**config.mk**
```make
export PLATFORM = sky130hd
export DESIGN_NAME = psg_write_sequencer
export DESIGN_NICKNAME = d
export VERILOG_FILES = /design/src/rtl/psg_write_sequencer.sv
export SDC_FILE = /design/constraint.sdc
export NUM_CORES = 1
export LEC_CHECK = 0
export BUFFER_PORTS_ARGS = -buffer_cell sky130_fd_sc_hd__buf_4
export CAP_MARGIN = 5
export CORE_AREA = 5 5 106 58
export CTS_CLUSTER_DIAMETER = 60
export CTS_CLUSTER_SIZE = 10
export DETAILED_ROUTE_END_ITERATION = 6
export DIE_AREA = 0 0 111 63
export GPL_ROUTABILITY_DRIVEN = 0
export HOLD_SLACK_MARGIN = 0.06
export PLACE_DENSITY_LB_ADDON = 0.3
export SYNTH_ARGS = -nofsm -noshare
export SYNTH_HDL_FRONTEND = slang
export SYNTH_SLANG_ARGS = --single-unit
```
**constraint.sdc**
```tcl
create_clock -name clk_logic -period 2.2 [get_ports clk_logic]
set_clock_uncertainty 0.05 [all_clocks]
set_input_delay 0.33 -clock clk_logic [delete_from_list [all_inputs] [get_ports clk_logic]]
set_output_delay 0.33 -clock clk_logic [all_outputs]
set_load 0.05 [all_outputs]
```
**src/rtl/psg_write_sequencer.sv**
```systemverilog
// Drives the Mockingboard's two YM2149 PSGs directly on BDIR/BC/DI, one bus phase per PSG ce pulse.
// Two round-robin requesters share the bus; a mute command writes zero to all six amplitude registers.
module psg_write_sequencer #(
  parameter int GAP_PHASES = 1
) (
  input  logic        clk_logic,
  input  logic        reset,
  input  logic        ce,
  input  logic        enable,
  input  logic [1:0]  req_valid,
  input  logic [7:0]  req_reg,
  input  logic [15:0] req_data,
  input  logic [1:0]  req_chip,
  output logic [1:0]  req_ready,
  input  logic        mute_req,
  output logic        mute_done,
  output logic        psg_bdir_l,
  output logic        psg_bc_l,
  output logic        psg_bdir_r,
  output logic        psg_bc_r,
  output logic [7:0]  psg_di,
  output logic        busy
);

  typedef enum logic [2:0] {S_IDLE, S_LATCH, S_GAP, S_WRITE, S_HOLD} state_t;

  localparam logic [1:0] GAP_LAST = 2'(GAP_PHASES - 1);

  state_t      r_state;
  logic [1:0]  r_gap_cnt;
  logic [3:0]  r_reg;
  logic [7:0]  r_data;
  logic        r_chip;
  logic        r_last_grant;
  logic        r_mute_pending;
  logic        r_mute_active;
  logic [2:0]  r_mute_idx;
  logic        r_mute_done;
  logic        r_bdir_l, r_bc_l, r_bdir_r, r_bc_r;
  logic [7:0]  r_di;

  state_t      w_next_state;
  logic [1:0]  w_next_gap;
  logic [1:0]  w_grant;
  logic        w_pick;
  logic        w_mute_start;
  logic        w_mute_cont;
  logic        w_mute_end;
  logic [2:0]  w_mute_idx_n;
  logic [3:0]  w_sel_reg;
  logic [7:0]  w_sel_data;
  logic        w_sel_chip;
  logic        w_bus_bdir;
  logic        w_bus_bc;

  // Mute write i targets amplitude register 8+(i%3); writes 0..2 go left, 3..5 go right.
  function automatic logic [3:0] mute_reg(input logic [2:0] idx);
    case (idx)
      3'd0, 3'd3: return 4'd8;
      3'd1, 3'd4: return 4'd9;
      default:    return 4'd10;
    endcase
  endfunction

  // Tie goes to the requester not granted last; otherwise the lone valid one.
  assign w_pick = (&req_valid) ? ~r_last_grant : req_valid[1];

  // NOTE: every signal driven here gets a default first so no path leaves it unassigned (no latch).
  always_comb begin
    w_next_state = r_state;
    w_next_gap   = r_gap_cnt;
    w_grant      = 2'b00;
    w_mute_start = 1'b0;
    w_mute_cont  = 1'b0;
    w_mute_end   = 1'b0;
    if (ce) begin
      unique case (r_state)
        S_IDLE, S_HOLD: begin
          w_mute_end = (r_state == S_HOLD) && r_mute_active && (r_mute_idx == 3'd5);
          if (r_mute_active && (r_mute_idx != 3'd5)) begin
            w_mute_cont  = 1'b1;
            w_next_state = S_LATCH;
          end else if (r_mute_pending || mute_req) begin
            w_mute_start = 1'b1;
            w_next_state = S_LATCH;
          end else if (enable && (|req_valid)) begin
            w_grant      = w_pick ? 2'b10 : 2'b01;
            w_next_state = S_LATCH;
          end else begin
            w_next_state = S_IDLE;
          end
        end
        S_LATCH: begin
          w_next_state = S_GAP;
          w_next_gap   = 2'd0;
        end
        S_GAP: begin
          if (r_gap_cnt == GAP_LAST) w_next_state = S_WRITE;
          else                       w_next_gap   = r_gap_cnt + 2'd1;
        end
        S_WRITE: w_next_state = S_HOLD;
        default: w_next_state = S_IDLE;
      endcase
    end
  end

  assign w_mute_idx_n = w_mute_start ? 3'd0 : r_mute_idx + 3'd1;

  always_comb begin
    w_sel_reg  = r_reg;
    w_sel_data = r_data;
    w_sel_chip = r_chip;
    if (w_mute_start || w_mute_cont) begin
      w_sel_reg  = mute_reg(w_mute_idx_n);
      w_sel_data = 8'h00;
      w_sel_chip = (w_mute_idx_n >= 3'd3);
    end else if (w_grant[1]) begin
      w_sel_reg  = req_reg[7:4];
      w_sel_data = req_data[15:8];
      w_sel_chip = req_chip[1];
    end else if (w_grant[0]) begin
      w_sel_reg  = req_reg[3:0];
      w_sel_data = req_data[7:0];
      w_sel_chip = req_chip[0];
    end
  end

  assign w_bus_bdir = (w_next_state == S_LATCH) || (w_next_state == S_WRITE);
  assign w_bus_bc   = (w_next_state == S_LATCH);

  // NOTE: sequential state uses non-blocking assignments so every register samples pre-edge values.
  always_ff @(posedge clk_logic) begin
    if (reset) begin
      r_state        <= S_IDLE;
      r_gap_cnt      <= 2'd0;
      r_reg          <= 4'd0;
      r_data         <= 8'd0;
      r_chip         <= 1'b0;
      r_last_grant   <= 1'b1;
      r_mute_pending <= 1'b0;
      r_mute_active  <= 1'b0;
      r_mute_idx     <= 3'd0;
      r_mute_done    <= 1'b0;
      r_bdir_l       <= 1'b0;
      r_bc_l         <= 1'b0;
      r_bdir_r       <= 1'b0;
      r_bc_r         <= 1'b0;
      r_di           <= 8'd0;
    end else begin
      r_state     <= w_next_state;
      r_gap_cnt   <= w_next_gap;
      r_mute_done <= w_mute_end;

      if (|w_grant) r_last_grant <= w_pick;

      if (w_mute_start)  r_mute_pending <= 1'b0;
      else if (mute_req) r_mute_pending <= 1'b1;

      if (w_mute_start) begin
        r_mute_active <= 1'b1;
        r_mute_idx    <= w_mute_idx_n;
      end else if (w_mute_cont) begin
        r_mute_idx    <= w_mute_idx_n;
      end else if (w_mute_end) begin
        r_mute_active <= 1'b0;
      end

      if (w_mute_start || w_mute_cont || (|w_grant)) begin
        r_reg  <= w_sel_reg;
        r_data <= w_sel_data;
        r_chip <= w_sel_chip;
      end

      if (ce) begin
        r_bdir_l <= w_bus_bdir & ~w_sel_chip;
        r_bc_l   <= w_bus_bc   & ~w_sel_chip;
        r_bdir_r <= w_bus_bdir &  w_sel_chip;
        r_bc_r   <= w_bus_bc   &  w_sel_chip;
        // DI keeps its last value through GAP, HOLD and IDLE.
        if (w_next_state == S_LATCH)      r_di <= {4'b0000, w_sel_reg};
        else if (w_next_state == S_WRITE) r_di <= r_data;
      end
    end
  end

  assign req_ready  = w_grant;
  assign mute_done  = r_mute_done;
  assign psg_bdir_l = r_bdir_l;
  assign psg_bc_l   = r_bc_l;
  assign psg_bdir_r = r_bdir_r;
  assign psg_bc_r   = r_bc_r;
  assign psg_di     = r_di;
  assign busy       = (r_state != S_IDLE) || r_mute_pending;

endmodule

```
==> results of run 1 <==
## through the flow
stage          setup TNS, ns  power, mW  instances  hold slack (ns)  setup WS, ns
2_1_floorplan              0     0.9651        210           0.3818       0.06987
3_3_place_gp               0      1.120        337           0.3908        0.1263
3_5_place_dp               0      1.122        337           0.4041        0.1107
4_1_cts                    0      1.649        347           0.2584       0.01144
5_1_grt            -0.007967      1.715        347           0.2644     -0.007967
6_report                   0      1.642        347           0.2557        0.1150
## how the worst min path moves through the flow
stage	end	slack (ns)	depth (start not counted)
6_report	r_data[2]	0.26	3
5_1_grt	r_data[7]	0.26	3
4_1_cts	r_data[5]	0.26	3
3_5_place_dp	psg_di[7]	0.40	2
3_3_place_gp	r_gap_cnt[1]	0.39	2
2_1_floorplan	r_gap_cnt[1]	0.38	2
## cell type report
| cell class | instances | area (sq um) |
|---|---|---|
| fill | 526 | 2768 |
| multi-input combinational | 158 | 1022 |
| clock buffer | 8 | 100.1 |
| timing repair buffer | 65 | 491.7 |
| sequential | 35 | 700.7 |
| tap | 73 | 91.34 |
| inverter | 8 | 32.53 |
## cells in the final DEF (no fill, tap or decap), types with 2 or more instances in the layout
cell type,count
nand4_1,3
o32ai_1,3
o21a_1,4
a311oi_1,2
a32o_1,3
o21ai_0,10
nand2_1,19
nor4_1,2
a31oi_1,3
clkinv_2,2
dfxtp_1,35
nor3b_1,2
or3b_1,2
clkbuf_8,7
nor2_1,25
ha_1,3
nand2b_1,2
nor3_1,10
nand3b_1,3
buf_4,64
nand3_1,8
and3_1,5
a221oi_1,8
nand4b_1,2
a21oi_1,14
inv_1,5
## kinds of logic after synthesis
group	count (synthesis)
buffers and inverters	17
AND/OR/NAND/NOR	93
AO/OA/AOI/OAI	59
XOR/XNOR	2
adder cells (fa/ha/maj)	3
flip-flops	35
multiplexers	1
## critical path: cells and delay by family, from the launching register on
kind | cells | cell delay, ns
AOI/OAI and AO/OA | 1 | 0.22
adders and majority gates | 1 | 0.21
buffers and inverters | 3 | 0.41
DFF | 1 | 0.36
and+or+nand+nor | 2 | 0.23
## repair_timing
action,in CTS,in global routing
gates resized for setup,1,4
pin swaps,1,3
setup endpoints to repair,1,12
buffers inserted,2,0
hold endpoints to repair,0,0
## layer usage
| metal | vias to the layer above | wire (um) |
|---|---|---|
| li1 | 907 | - |
| met1 | 819 | 2934 |
| met2 | 66 | 1928 |
| met3 | 0 | 523 |
| met4 | 0 | 0 |
| met5 | - | 0 |
## power breakdown
group,total (mW),switching [mW],leakage [nW],internal [mW]
sequential,0.695,0.0264,0.285,0.669
combinational,0.429,0.254,0.660,0.176
clock,0.518,0.232,0.0515,0.286
==> flow_summary.toml, run 1 <==
[synth]
netlist_top_cells_area = "dfxtp_1 39%, nor2_1 5.2%, nand2_1 4.0%, a21oi_1 3.9%, a221oi_1 3.9%"
synth.most_common_cell = "dfxtp_1"
async_reset_ff_share_pct = 0
syn-cell-area_sq_mm = 0.001793
avgSynthCellArea_sq_um = 8.538
yosysSeqAreaShare_pct = 39.08
synth-adder-area-share_pct = 2.094
dominantRegCellSynth = "dfxtp_1"
yosys.area.top_type = "dfxtp_1"
synth-compound-area-share_pct = 24.21
synth.net_count = 246
synth-xor-area-share_pct = 1.745
synth_edf_count = 0
yosys.area_share.simple_pct = 27.49
synth_top_area_share_pct = 39.08
ys_seq_elements = 35
synthTopCellsByCount = "35 x dfxtp_1, 25 x nor2_1, 19 x nand2_1"
post_synth_mux_area_share_pct = 0.5583
synthCells = 210
ys_types = 53
synth_warnings = 0
synth_top_family_by_area = "simple AND/OR/NAND/NOR gates"

[critical_path]
endpoint_kind = "output port"
crit_required_ns = 1.82
path_max_fanout = 6
reg2reg_to = "psg_di[1]"
reg2reg_slack_ns = 0.13
critical_path.startpoint = "r_mute_idx[1]"
r2r_start = "r_state[1]"
critical_path_arrival_ns = 1.71
rr_worst_depth = 7
crit_path_start_kind = "flop"
cp_slowest_cell = "dfxtp_1"
endpoint = "req_ready[0]"
crit_type = "flop to output port"
max_stage_delay_ns = 0.36
path_cells = "inv_1 -> ha_1 -> a21boi_2 -> nor3_4 -> nand2_1 -> clkinv_2 -> buf_4"

[outcome]
status = "completed"

[routing]
vias_per_cell = 5.164
vias = 1792
routedWlPerCell_um = 15.52
drtIter0Drc = 82
drc = 0
drt-total-wl_um = 5387
postRouteAntennaNets = 0
drt_first_pass_iters = 4

[sta]
hold_violations = 0
maxSlewViolCount = 0
worstMarginPinSlew_ns = 0.5896
fmax_mhz = 479.6
relSlewSlack_pct = 60.70
setup_viol = 0
rsz0062_at_grt = "yes"
min_period_over_period_pct = 94.77
fin_crit_ns = 2.085

[finish]
final_util_pct = 46.84
drive_gt1_share_pct = 31.75
final_net_count = 309
final_area_sq_mm = 0.002439
area_growth_pct = 36.01
n_antenna_cell = 0

[global_routing]
first_global_vias = 1692
grt_remaining_overflow = 0
use_met2_pct = 18.88
use_met1_pct = 24.84
busiest_layer = "met1"
antenna_found_initial = 0
grt_max_degree = 32
track_usage_pct = 15.48
grt_pass1_wl_um = 8756
grt_util_met3_pct = 6.093

[cts]
hold_buffers = 0
cts_buffers = 5
worstSkewPairLatency_ns = 0.28
cts_max_path_buffers = 2
cts_sinks = 35
clkSlewWorstSetupHoldPaths_ns = 0.07
cts_tree = "built"
cts_root_buf = "clkbuf_8"
h-tree-depth = 2

[power_and_ir_drop]
power_leakage_nw = 0.9965
ir_drop_v = 0.0003029
pwr_density_cell_mw_per_mm2 = 673.5

[floorplanning]
die-height_um = 63
num_io_pins = 49
placeableCoreArea_sq_mm = 0.005206
fp.dieW_um = 111
start_util_pct = 34.44
dieArea_sq_mm = 0.006993
rows = 19

[job]
maxCapViolations = 0

[placement]
dpl.hpwl_um = 4012
io_buffers = 48
place_area_sq_mm = 0.002303

[hold_path]
holdCritPathClass = "primary input to flop"
hold_start = "req_data[10]"
(Power assumes the default switching activity.)
==> run 2: changes to the inputs <==
CORE_AREA = 5 5 91 51   (was 5 5 106 58)
DIE_AREA = 0 0 96 56   (was 0 0 111 63)
REMOVE_ABC_BUFFERS = 1   (was unset)
SKIP_LAST_GASP = 1   (was unset)
==> run 2 against run 1 <==
- design area down 0.46%
- via count up 0.84%
- final cell count down 6.3%
- core utilization up 18 points
- clock-buffer cell count down 3
- global-route usage up 4.7 points
- critical path type unchanged
==> flow_summary.toml, run 2 (synthesis results as in run 1) <==
[finish]
final_area_sq_mm = 0.002427
nFillCells = 340
n_antenna_cell = 0
final_net_count = 306
final_common_cell = "buf_4"
area_growth_pct = 35.38
final_util_pct = 65.19
drive_gt1_share_pct = 31.00
layout_common_cells = "60 x buf_4, 35 x dfxtp_1, 25 x nor2_1"

[global_routing]
grt_pass1_wl_um = 8466
antenna_found_initial = 0
first_global_vias = 1692
grt_remaining_overflow = 0
grt_max_degree = 32
track_usage_pct = 20.18

[outcome]
status = "completed"

[placement]
post-place-ws_ns = 0.1344
place_area_sq_mm = 0.002263
io_buffers = 48
dpl.hpwl_um = 3847

[floorplanning]
die-height_um = 56
fp.dieW_um = 96
rows = 16
num_io_pins = 49
dieArea_sq_mm = 0.005376
start_util_pct = 48.15
placeableCoreArea_sq_mm = 0.003724

[cts]
h-tree-depth = 2
clkSlewWorstSetupHoldPaths_ns = 0.08
worstSkewPairLatency_ns = 0.29
cts_buffers = 5
cts_root_buf = "clkbuf_8"
cts_tree = "built"
cts_sinks = 35
hold_buffers = 0
cts_max_path_buffers = 2

[sta]
rsz0062_at_grt = "no"
min_period_over_period_pct = 95.63
fmax_mhz = 475.3
maxSlewViolCount = 0
worstMarginPinSlew_ns = 0.5746
hold_violations = 0
fin_crit_ns = 2.104
relSlewSlack_pct = 61.69
setup_viol = 0
setup_tns_ns = 0
postLayoutSetupSlackWorst_ns = 0.09604

[critical_path]
endpoint_kind = "output port"
crit_required_ns = 1.82
crit_type = "flop to output port"
critical_path_arrival_ns = 1.72
crit_path_start_kind = "flop"
path_max_fanout = 9

[routing]
drt_first_pass_iters = 4
postRouteAntennaNets = 0
drc = 0
drt-total-wl_um = 5075
vias_per_cell = 5.560
vias = 1807
routedWlPerCell_um = 15.62
drtIter0Drc = 108

[hold_path]
holdCritPathClass = "primary input to flop"

[job]
maxCapViolations = 0

[power_and_ir_drop]
power_leakage_nw = 0.9924
finalPower_mw = 1.806
pwr_density_cell_mw_per_mm2 = 744.0
ir_drop_v = 0.0004098
-- run 2: stage by stage --
stage                     hold WS, ns  cells
final                          0.2402    325
after global routing           0.2550    325
after CTS                      0.2499    325
after detailed placement       0.3965    316
after global placement         0.3913    316
after floorplan                0.3491    201
-- run 2: path summary, 6_finish.rpt --
check	from	to	slack, ns	cells after the start
setup reg to reg	r_state[1]	psg_di[0]	0.18	6
setup / recovery	r_state[1]	req_ready[0]	0.1	5
hold reg to reg	psg_di[7]	psg_di[7]	0.40	2
hold / removal	req_data[15]	r_data[7]	0.24	3
-- run 2: area by class of cell --
| cell class | instances | area (sq um) | area share, % |
|---|---|---|---|
| Clock inverter | 3 | 67.56 | 2.784 |
| Timing Repair Buffer | 62 | 473.0 | 19.48 |
| Sequential cell | 35 | 700.7 | 28.87 |
| Clock buffer | 5 | 68.82 | 2.835 |
| Inverter | 8 | 32.53 | 1.340 |
| Tap cell | 54 | 67.56 | 2.784 |
| Multi-Input combinational cell | 158 | 1017 | 41.91 |
-- run 2: where the power goes --
part	internal (mW)	switching [mW]
registers	0.669	0.0225
clock network	0.452	0.245
logic	0.172	0.246
total	1.29	0.513
-- run 2: routing by layer --
layer | part of all wire [%] | global-route usage (%) | vias to the layer above
met4 | 0.63 | 4.858 | 0
met5 | 0 | 0 | -
met3 | 6.9 | 5.405 | 4
li1 | - | - | 902
met1 | 50 | 31.27 | 832
met2 | 42 | 26.89 | 69
-- run 2: repair_timing --
action / in CTS / in global routing
pin swaps: 1 / 1
endpoints found under the setup margin: 2 / 7
buffers inserted: 1 / 0
resized for setup: 2 / 3
-- run 2: worst max-delay path, cell delays in order, from the launching register on --
cell	delay (ns)
dfxtp_1	0.31
or3b_1	0.43
nor3_4	0.27
nand2_1	0.12
clkinv_2	0.14
buf_6	0.18
==> run 3: changes to the inputs <==
RECOVER_POWER = 50   (was unset)
==> run 3 against run 2 <==
- global-route usage unchanged
- final cell count unchanged
- critical path depth unchanged
- flip-flop and latch count unchanged
- wire length decreased by 0.28%
- core utilization decreased by 1.5 points
- first-iteration DRC count up 2.8%
- clock power about the same
- register-to-register slack barely moved
==> flow_summary.toml, run 3 (synthesis results as in run 1) <==
[outcome]
status = "completed"

[finish]
fin_cells = 325
final_common_cell = "buf_4"
drive_gt1_share_pct = 25.83
final_net_count = 306
layout_common_cells = "45 x buf_4, 35 x dfxtp_1, 25 x nor2_1"
nFillCells = 356
final_area_sq_mm = 0.002372
multi_input_area_sq_mm = 0.001017
area_growth_pct = 32.31
n_antenna_cell = 0
regArea_sq_um = 700.7

[routing]
drt-total-wl_um = 5061
routedWlPerCell_um = 15.57
drtIter0Drc = 111
wl_met3_um = 302
routed.top_layer = "met4"
met1Wirelength_um = 2588
postRouteAntennaNets = 0
route.met2.wl_um = 2130
vias = 1809
drc = 0
drt_first_pass_iters = 4
vias_per_cell = 5.566

[critical_path]
critical_path_arrival_ns = 1.72
crit_type = "flop to output port"
endpoint_kind = "output port"
path_max_fanout = 9
crit_path_start_kind = "flop"
crit_required_ns = 1.82

[sta]
holdWs_ns = 0.2410
setup_viol = 0
setup_tns_ns = 0
min_period_over_period_pct = 95.45
fin_crit_ns = 2.100
relSlewSlack_pct = 58.92
maxSlewViolCount = 0
worstMarginPinSlew_ns = 0.6162
fmax_mhz = 476.2
hold_violations = 0
postLayoutSetupSlackWorst_ns = 0.1002
rsz0062_at_grt = "no"

[floorplanning]
die-height_um = 56
placeableCoreArea_sq_mm = 0.003724
rows = 16
fp.dieW_um = 96
num_io_pins = 49
start_util_pct = 48.15
dieArea_sq_mm = 0.005376

[cts]
cts_sinks = 35
worstSkewPairLatency_ns = 0.29
cts_max_path_buffers = 2
h-tree-depth = 2
clkSlewWorstSetupHoldPaths_ns = 0.08
cts_root_buf = "clkbuf_8"
cts_buffers = 5
cts_tree = "built"

[placement]
dp.cells = 316
place_area_sq_mm = 0.002263
dpl.hpwl_um = 3847
post-place-ws_ns = 0.1344
io_buffers = 48

[power_and_ir_drop]
power_leakage_nw = 0.9333
p_int_mw = 1.275
pwr_density_cell_mw_per_mm2 = 754.4
seqPwrFrac_pct = 38.6
power.share.combinational_pct = 22.4
p_switching_uw = 514.3
ir_drop_v = 0.0004079
swShare_pct = 28.74
power.clock.fraction_pct = 39.0

[global_routing]
grt_remaining_overflow = 0
grt_pass1_wl_um = 8466
antenna_found_initial = 0
track_usage_pct = 20.18
grt_max_degree = 32
first_global_vias = 1692

[hold_path]
holdCritPathClass = "primary input to flop"

[job]
maxCapViolations = 0
[run 3: cell count changes in the layout (fill, tap and decap cells not counted)]
cell,previous run,this run
clkbuf_2,0,1
clkbuf_1,0,14
buf_4,60,45
[run 3: per-stage QoR]
| stage | power, mW | util [%] |
|---|---|---|
| CTS | 1.805 | 64.78 |
| finish | 1.790 | 63.71 |
| floorplan | 0.9444 | - |
| detailed placement | 1.113 | 60.79 |
| global route | 1.863 | 63.71 |
| global placement | 1.108 | 60.79 |
[run 3: routing by layer]
metal / track usage [%] / vias to the layer above
met3: 5.405 / 6
met2: 26.89 / 67
met4: 4.858 / 0
li1: - / 902
met5: 0 / -
met1: 31.27 / 834
[run 3: cell type report]
class / count / area share [%]
Tap cell: 54 / 2.848
Multi-Input combinational cell: 158 / 42.88
Clock buffer: 5 / 2.901
Timing Repair Buffer: 62 / 17.62
Inverter: 8 / 1.371
Clock inverter: 3 / 2.848
Sequential cell: 35 / 29.54
[run 3: critical path, cell delays in order, from the launching register on]
cell and delay [ns]:
dfxtp_1 0.31, or3b_1 0.43, nor3_4 0.26, nand3_2 0.12
clkinv_2 0.14, buf_6 0.18
[run 3: path summary, 6_finish.rpt]
| kind | from | end | slack [ns] | cells after the start |
|---|---|---|---|---|
| worst max-delay path | r_state[1] | req_ready[1] | 0.10 | 5 |
| worst min-delay path | req_data[15] | r_data[7] | 0.24 | 3 |
| worst max register to register | r_state[1] | psg_di[0] | 0.18 | 6 |
| worst min register to register | psg_di[7] | psg_di[7] | 0.40 | 2 |
[run 3: repair_timing]
action	4_1_cts	5_1_grt
setup buffers	1	0
pin swaps	1	1
resized for setup	2	3
cloned	0	0
hold buffers	0	0
setup endpoints to repair	2	7
[run 3: power by group through the flow]
stage          clock network [mW]  logic, mW  registers, mW
3_3_place_gp                    0      0.405          0.704
5_1_grt                     0.735      0.433          0.695
4_1_cts                     0.701      0.414          0.691
3_5_place_dp                    0      0.408          0.705
6_report                    0.697      0.401          0.691
2_1_floorplan                   0      0.180          0.764
